### src/rtl/load_pkg.sv
// Shared types for the in-order load queue: funct3 encodings, exception causes
// and the FIFO entry layout.
package load_pkg;

  localparam int EA_W = 64;

  typedef enum logic [2:0] {
    W_LB  = 3'b000,
    W_LH  = 3'b001,
    W_LW  = 3'b010,
    W_LD  = 3'b011,
    W_LBU = 3'b100,
    W_LHU = 3'b101,
    W_LWU = 3'b110,
    W_ILL = 3'b111
  } width_e;

  localparam logic [3:0] CAUSE_ILLEGAL  = 4'd2;
  localparam logic [3:0] CAUSE_MISALIGN = 4'd4;
  localparam logic [3:0] CAUSE_ACCESS   = 4'd5;

  typedef struct packed {
    logic [4:0]      dest;
    width_e          width;
    logic [EA_W-1:0] ea;
    logic            skip;
    logic [3:0]      cause;
  } lq_entry_t;

  // LD and LWU only exist on RV64.
  function automatic logic width_illegal(input logic [2:0] w, input int xlen);
    return (w == W_ILL) || ((xlen == 32) && ((w == W_LD) || (w == W_LWU)));
  endfunction

endpackage

### src/rtl/load_extract.sv
// Read-data lane extraction: shift the beat down to the addressed byte, then
// sign- or zero-extend the selected 8/16/32/64 bits to XLEN.
module load_extract
  import load_pkg::*;
#(
  parameter int XLEN = 64,
  parameter int DLEN = 64,
  parameter int OFFW = 3
) (
  input  logic [DLEN-1:0] rdata,
  input  logic [OFFW-1:0] offset,
  input  logic [2:0]      width,
  output logic [XLEN-1:0] data
);

  logic [DLEN-1:0] sh;
  logic [XLEN-1:0] raw;
  logic [XLEN-1:0] mask;
  logic            msb;

  always_comb begin
    sh  = rdata >> {offset, 3'b000};
    raw = sh[XLEN-1:0];
    case (width[1:0])
      2'd0:    begin mask = XLEN'(8'hFF);         msb = raw[7];      end
      2'd1:    begin mask = XLEN'(16'hFFFF);      msb = raw[15];     end
      2'd2:    begin mask = XLEN'(32'hFFFF_FFFF); msb = raw[31];     end
      default: begin mask = '1;                   msb = raw[XLEN-1]; end
    endcase
    // funct3[2] clear selects the signed variants
    data = (raw & mask) | ((!width[2] && msb) ? ~mask : '0);
  end

endmodule

### src/rtl/load_queue_unit.sv
// In-order multi-outstanding load unit on an AXI4-Lite read master.
// LOAD_MISALIGN_EXC_EN: trap naturally-misaligned loads (cause 4) instead of issuing them.
module load_queue_unit
  import load_pkg::*;
#(
  parameter int XLEN  = 64,
  parameter int ALEN  = XLEN,
  parameter int DLEN  = XLEN,
  parameter int SLEN  = DLEN / 8,
  parameter int DEPTH = 4
) (
  input  logic            clk,
  input  logic            rstn,
  input  logic            i_tvalid,
  output logic            o_tready,
  input  logic [XLEN-1:0] i_base_addr,
  input  logic [XLEN-1:0] i_offset,
  input  logic [2:0]      i_width,
  input  logic [4:0]      i_dest,
  output logic [ALEN-1:0] o_araddr,
  output logic [2:0]      o_arprot,
  output logic            o_arvalid,
  input  logic            i_arready,
  input  logic [DLEN-1:0] i_rdata,
  input  logic [1:0]      i_rresp,
  input  logic            i_rvalid,
  output logic            o_rready,
  output logic            o_rf_wvalid,
  input  logic            i_rf_wready,
  output logic [4:0]      o_rf_waddr,
  output logic [XLEN-1:0] o_rf_wdata,
  output logic            o_exc_valid,
  output logic [3:0]      o_exc_cause,
  output logic [XLEN-1:0] o_exc_tval,
  output logic            o_busy
);

  localparam int OFFW = $clog2(SLEN);
  localparam int PW   = $clog2(DEPTH);
  localparam int CW   = PW + 1;

  lq_entry_t       fifo_q [DEPTH];
  lq_entry_t       fifo_d [DEPTH];
  logic [PW-1:0]   wr_ptr_q, wr_ptr_d, rd_ptr_q, rd_ptr_d;
  logic [CW-1:0]   cnt_q, cnt_d;
  logic            arvalid_q, arvalid_d;
  logic [ALEN-1:0] araddr_q, araddr_d;
  logic            rf_wvalid_q, rf_wvalid_d;
  logic [4:0]      rf_waddr_q, rf_waddr_d;
  logic [XLEN-1:0] rf_wdata_q, rf_wdata_d;
  logic            exc_valid_q, exc_valid_d;
  logic [3:0]      exc_cause_q, exc_cause_d;
  logic [XLEN-1:0] exc_tval_q, exc_tval_d;

  logic [XLEN-1:0] ea, ext_data;
  logic            ill, mis, push, pop, r_hs, skip_pop, head_vld, out_free;
  lq_entry_t       head, new_ent;

  assign ea  = i_base_addr + i_offset;
  assign ill = width_illegal(i_width, XLEN);

`ifdef LOAD_MISALIGN_EXC_EN
  always_comb begin
    case (i_width[1:0])
      2'd0:    mis = 1'b0;
      2'd1:    mis = ea[0];
      2'd2:    mis = |ea[1:0];
      default: mis = |ea[2:0];
    endcase
  end
`else
  assign mis = 1'b0;
`endif

  always_comb begin
    new_ent.dest  = i_dest;
    new_ent.width = width_e'(i_width);
    new_ent.ea    = EA_W'(ea);
    new_ent.skip  = ill || mis;
    new_ent.cause = ill ? CAUSE_ILLEGAL : (mis ? CAUSE_MISALIGN : 4'd0);
  end

  // AR register can only take a new address once the previous one is gone.
  assign o_tready = (cnt_q < CW'(DEPTH)) && (!arvalid_q || i_arready);
  assign push     = i_tvalid && o_tready;
  assign head     = fifo_q[rd_ptr_q];
  assign head_vld = (cnt_q != '0);
  // A retirement needs a free write port and no exception pulse in flight.
  assign out_free = (!rf_wvalid_q || i_rf_wready) && !exc_valid_q;
  assign o_rready = head_vld && !head.skip && out_free;
  assign r_hs     = o_rready && i_rvalid;
  assign skip_pop = head_vld && head.skip && out_free;
  assign pop      = r_hs || skip_pop;

  load_extract #(.XLEN(XLEN), .DLEN(DLEN), .OFFW(OFFW)) u_extract (
    .rdata  (i_rdata),
    .offset (head.ea[OFFW-1:0]),
    .width  (head.width),
    .data   (ext_data)
  );

  always_comb begin
    fifo_d   = fifo_q;
    wr_ptr_d = wr_ptr_q;
    rd_ptr_d = rd_ptr_q;
    if (push) begin
      fifo_d[wr_ptr_q] = new_ent;
      wr_ptr_d         = wr_ptr_q + PW'(1);
    end
    if (pop) rd_ptr_d = rd_ptr_q + PW'(1);
    cnt_d = cnt_q + CW'(push) - CW'(pop);

    arvalid_d = arvalid_q && !i_arready;
    araddr_d  = araddr_q;
    if (push && !new_ent.skip) begin
      arvalid_d = 1'b1;
      araddr_d  = ALEN'(ea) & ~ALEN'(SLEN - 1);
    end

    rf_wvalid_d = rf_wvalid_q && !i_rf_wready;
    rf_waddr_d  = rf_waddr_q;
    rf_wdata_d  = rf_wdata_q;
    exc_valid_d = 1'b0;
    exc_cause_d = exc_cause_q;
    exc_tval_d  = exc_tval_q;
    if (r_hs) begin
      if (i_rresp != 2'b00) begin
        exc_valid_d = 1'b1;
        exc_cause_d = CAUSE_ACCESS;
        exc_tval_d  = head.ea[XLEN-1:0];
      end else if (head.dest != 5'd0) begin
        rf_wvalid_d = 1'b1;
        rf_waddr_d  = head.dest;
        rf_wdata_d  = ext_data;
      end
    end else if (skip_pop) begin
      exc_valid_d = 1'b1;
      exc_cause_d = head.cause;
      exc_tval_d  = head.ea[XLEN-1:0];
    end
  end

  always_ff @(posedge clk or negedge rstn) begin
    if (!rstn) begin
      for (int i = 0; i < DEPTH; i++) fifo_q[i] <= '0;
      wr_ptr_q    <= '0;
      rd_ptr_q    <= '0;
      cnt_q       <= '0;
      arvalid_q   <= 1'b0;
      araddr_q    <= '0;
      rf_wvalid_q <= 1'b0;
      rf_waddr_q  <= '0;
      rf_wdata_q  <= '0;
      exc_valid_q <= 1'b0;
      exc_cause_q <= '0;
      exc_tval_q  <= '0;
    end else begin
      fifo_q      <= fifo_d;
      wr_ptr_q    <= wr_ptr_d;
      rd_ptr_q    <= rd_ptr_d;
      cnt_q       <= cnt_d;
      arvalid_q   <= arvalid_d;
      araddr_q    <= araddr_d;
      rf_wvalid_q <= rf_wvalid_d;
      rf_waddr_q  <= rf_waddr_d;
      rf_wdata_q  <= rf_wdata_d;
      exc_valid_q <= exc_valid_d;
      exc_cause_q <= exc_cause_d;
      exc_tval_q  <= exc_tval_d;
    end
  end

  assign o_arvalid   = arvalid_q;
  assign o_araddr    = araddr_q;
  assign o_arprot    = 3'b000;
  assign o_rf_wvalid = rf_wvalid_q;
  assign o_rf_waddr  = rf_waddr_q;
  assign o_rf_wdata  = rf_wdata_q;
  assign o_exc_valid = exc_valid_q;
  assign o_exc_cause = exc_cause_q;
  assign o_exc_tval  = exc_tval_q;
  assign o_busy      = head_vld || rf_wvalid_q || exc_valid_q;

endmodule

### config.mk
export PLATFORM = sky130hd
export DESIGN_NAME = load_queue_unit
export DESIGN_NICKNAME = d
export VERILOG_FILES = /design/src/rtl/load_pkg.sv /design/src/rtl/load_extract.sv /design/src/rtl/load_queue_unit.sv
export SDC_FILE = /design/constraint.sdc
export NUM_CORES = 1
export LEC_CHECK = 0
export CORE_ASPECT_RATIO = 2
export CORE_MARGIN = 2
export CORE_UTILIZATION = 59
export CTS_BUF_LIST = sky130_fd_sc_hd__clkbuf_4 sky130_fd_sc_hd__clkbuf_8 sky130_fd_sc_hd__clkbuf_16
export CTS_CLUSTER_DIAMETER = 40
export CTS_CLUSTER_SIZE = 20
export DETAILED_ROUTE_END_ITERATION = 10
export PLACE_DENSITY = 0.87
export RECOVER_POWER = 25
export SLEW_MARGIN = 20
export SYNTH_ARGS = -nofsm -noshare
export SYNTH_HDL_FRONTEND = slang
export SYNTH_SLANG_ARGS = --single-unit
export TNS_END_PERCENT = 10
### constraint.sdc
create_clock -name clk -period 6.5 [get_ports clk]
set_input_delay 0.65 -clock clk [delete_from_list [all_inputs] [get_ports clk]]
set_output_delay 0.65 -clock clk [all_outputs]
set_load 0.005 [all_outputs]
==> metrics.txt <==
signal arrival time at the worst endpoint=4.86 ns; crit path launch type=flop; Clock Latency Late Sink=a little under 0.6 ns; Detailed Routing Iterations Pass 1=6; crit end category=flop; CP max-delay cell=dfrtp_4; Warnings, synthesis=0; first-pass GRT wire length=140.9 mm; routability congestion estimate=about 1.0; grt ovf=0; die outline height=303.5 microns; Reg2Reg Setup Slack=between 2 and 2.5 ns; CP Max Fanout=55; Via Count=around 24000; cts hold-fix bufs=0; final worst path period need=4.404 ns; headroom to the max-slew limit=-1.186; Reg2Reg Depth=10; min-delay src=fifo_q[5]; # port buffers=~400; max cap viols=1; switch share=0.4023; largest stage delay on the critical path=1.07 ns; RSZ-0062 raised after global routing=false; Pint=9.476 mW; Least-Margin Pin Slew=3.279 ns; violated checks=capacitance limit, slew limit; worst hold path depth=2; Fmax=227.1 MHz; Leak=between 10 and 15 nW; Rows=109; cell area after synthesis=~26000 sq um; GRT Total Usage=0.3967; CTS resizes=0; Peak VDD IR=about 0.36 mV; Finished Layout Cells=around 3600; post-synth top area share=0.4709; mux cell area share after synthesis=0.1401; combinational share of power=0.476; die area=between 40000 and 50000 sq um; GR Layer Usage met3=0.06836; # setup viols final=0; Clock Tree Buf Depth=3; Clock Skews=0.02017 ns; final core area utilization=0.7295; CTS tree=yes; Clk pwr share=0.173; Synth Area in Compound Gates=0.1291; initial antenna violation count=3; main combinational cell family by area after synthesis=simple AND/OR/NAND/NOR gates; # fillers=3119; Buf/Inv on CP=1; total CTS buffers=41; IO Pins=about 420; period utilization=0.6776; Crit Reg-Reg Endpoint=o_rf_wdata[52]; Place WS=1.817 ns; Routed WL=~93 mm; Crit path depth=10; DRC Markers=0; largest net degree at the start of global routing=between 100 and 150; main flop type after synthesis=dfrtp_1; Sequential Power Share=0.351; hold crit path type=reg -> reg; Starting Density=0.5989; antenna violation net count after detailed routing=0; setup ws final=between 2 and 2.5 ns; Crit path top cell by count=nand2_2; Avg Cell Area, Syn=a little under 10 sq um; total core area=between 40000 and 50000 sq um; vias in the first global route=23919; Seq/Total Area, Yosys=0.4709; Root Buffer=clkbuf_16; max-slew violation count=about 130; Crit path required time=between 6 and 7 ns; critical path type=reg -> reg; synthesized flop and latch total=498; pwr dens=491.8 nW/um^2; H-tree depth=2; number of flops mapped to enable cells by yosys=0; post-DR vias/cell=~6.5; final hold vios=0; critical path's top delay family=simple AND/OR/NAND/NOR gates; met2 Usage GRT=0.6917; register clock-pin slew on the reported worst setup and hold paths=~0.08 ns; GR peak layer=met2; Hold Path Sink=fifo_q[5]; post-synthesis adder-cell area fraction=0.03414; setup_tns=0 ns; post-CTS setup buffer count=0; Async S/R FF share, synth=1.000; met1 Use GR=0.4158; Placed Instances=between 3000 and 4000; Synth cell types=between 70 and 80; Synth Area in XOR/XNOR=0.02052; Nets=3299; RR Startpoint=rd_ptr_q[1]; share of cells above drive strength 1=0.1180; Synth Area in Simple Gates=0.1687; Post-Synthesis Cells=roughly 2700; detailed placement HPWL=slightly below 70 mm; CP cell instances=buf_4, mux4_2, nand2_2, nor2_4, nand2_4, nor2_2, nand2_2, a311oi_4, nand2_2, o311ai_1; Wirelength per Cell=roughly 26 microns; Synth area leaders=dfrtp_1 (47%), nand2_1 (11%), mux4_2 (6.9%), mux2_2 (5.5%), o21ai_0 (4.1%); P_sw=~6.4 mW; die width=~150 microns; DR iter-0 viols=between 2000 and 2500; Sink Count=~500; outcome=finished with violations; post-synthesis cell type with the largest combined area=dfrtp_1; Area growth, synth to finish=21.82%
==> per-layer routing <==
layer / vias to the layer above / share of wire / routed length, microns
met1: 11461 / 0.32 / 29430
met3: 454 / 0.081 / 7565
li1: 10131 / - / -
met4: 4 / 0.099 / 9234
met5: - / 0.00024 / 22
met2: 1505 / 0.50 / 47060
==> through the flow <==
stage | hold WS [ns] | total power [mW] | instance area (sq um)
after floorplan | 0.3544 | 9.675 | 26490
after global placement | 0.4521 | 12.62 | 30760
after detailed placement | 0.4589 | 12.97 | 30760
after CTS | 0.2167 | 15.75 | 32240
after global routing | 0.4851 | 16.63 | 32240
final | 0.4776 | 15.85 | 32240
==> logic make-up after synthesis <==
logic type / Yosys count
AND/OR/NAND/NOR: 1062
adder cells (fa/ha/maj): 71
other: 1
XOR/XNOR: 62
multiplexers: 253
AO/OA/AOI/OAI: 558
buffers and inverters: 226
flip-flops: 498
==> cell usage after synthesis, drive strengths merged, types with 42 or more instances <==
cell type  number
o21ai         237
a21oi         135
mux2          130
buf            66
nand4          42
nor2           85
mux2i          42
clkbuf        133
mux4           81
ha             69
dfrtp         498
nand2         767
nand3          66
==> flip-flops by register name, indices dropped and copies added (netlist names), 2 cells and up <==
register     flops
wr_ptr_q         2
o_rf_waddr       5
o_rf_wdata      64
rd_ptr_q         2
o_exc_cause      2
o_exc_tval      64
cnt_q            3
fifo_q         292
o_araddr        61
==> power by group through the flow <==
stage	logic [mW]	registers, mW	clock network [mW]
global route	8.05	5.70	2.88
detailed placement	7.40	5.57	0
floorplan	4.50	5.17	0
global placement	7.18	5.44	0
finish	7.55	5.56	2.75
CTS	7.46	5.53	2.76
==> worst reg2reg max path: stages (launching register included) <==
cell,delay (ns)
dfrtp_4,1.07
buf_4,0.61
mux4_2,0.45
nand2_2,0.13
nor2_4,0.29
nand2_4,0.14
nor2_2,0.32
nand2_2,0.14
a311oi_4,0.39
nand2_2,0.49
o311ai_1,0.25
==> area by class of cell <==
cell class                 count  area (sq um)  share of cell area
multi-input combinational   2013         13140              0.4077
sequential                   498         12470              0.3868
timing repair buffer         439          4342              0.1347
clock buffer                  48          1132             0.03513
tap                          555         694.4             0.02154
clock inverter                25         351.6             0.01091
inverter                      27         101.3            0.003144
antenna                        1         2.502          0.00007763
==> worst max-delay path by stage <==
stage                   start        endpoint
6_report          rd_ptr_q[1]  o_rf_wdata[52]
5_1_grt           rd_ptr_q[0]  o_rf_wdata[48]
4_1_cts           rd_ptr_q[1]  o_rf_wdata[49]
3_5_place_dp   i_base_addr[0]     fifo_q[221]
3_3_place_gp   i_base_addr[0]    o_araddr[62]
2_1_floorplan  i_base_addr[0]      fifo_q[67]
==> layout by cell type (no fill, tap or decap), types with 8 or more instances in the layout <==
cell type / instances
nand3_1: 65
o31ai_1: 15
o21a_1: 13
ha_1: 69
a221oi_1: 18
nor2b_1: 11
clkbuf_16: 43
clkdlybuf4s50_1: 409
dfrtp_1: 496
mux4_2: 81
a211o_1: 8
o21ai_1: 13
o21bai_1: 10
mux2_2: 130
inv_1: 27
a21o_1: 22
a31oi_1: 12
buf_4: 27
nand4_1: 42
nor4_1: 8
a21oi_1: 132
o211ai_1: 11
nor2_1: 80
o311ai_0: 8
mux2i_1: 41
nand2_1: 758
a211oi_1: 21
xor2_1: 26
o21ai_0: 214
and2_1: 17
nor3_1: 34
o21ai_2: 9
xnor2_1: 36
(Power assumes the default switching activity.)
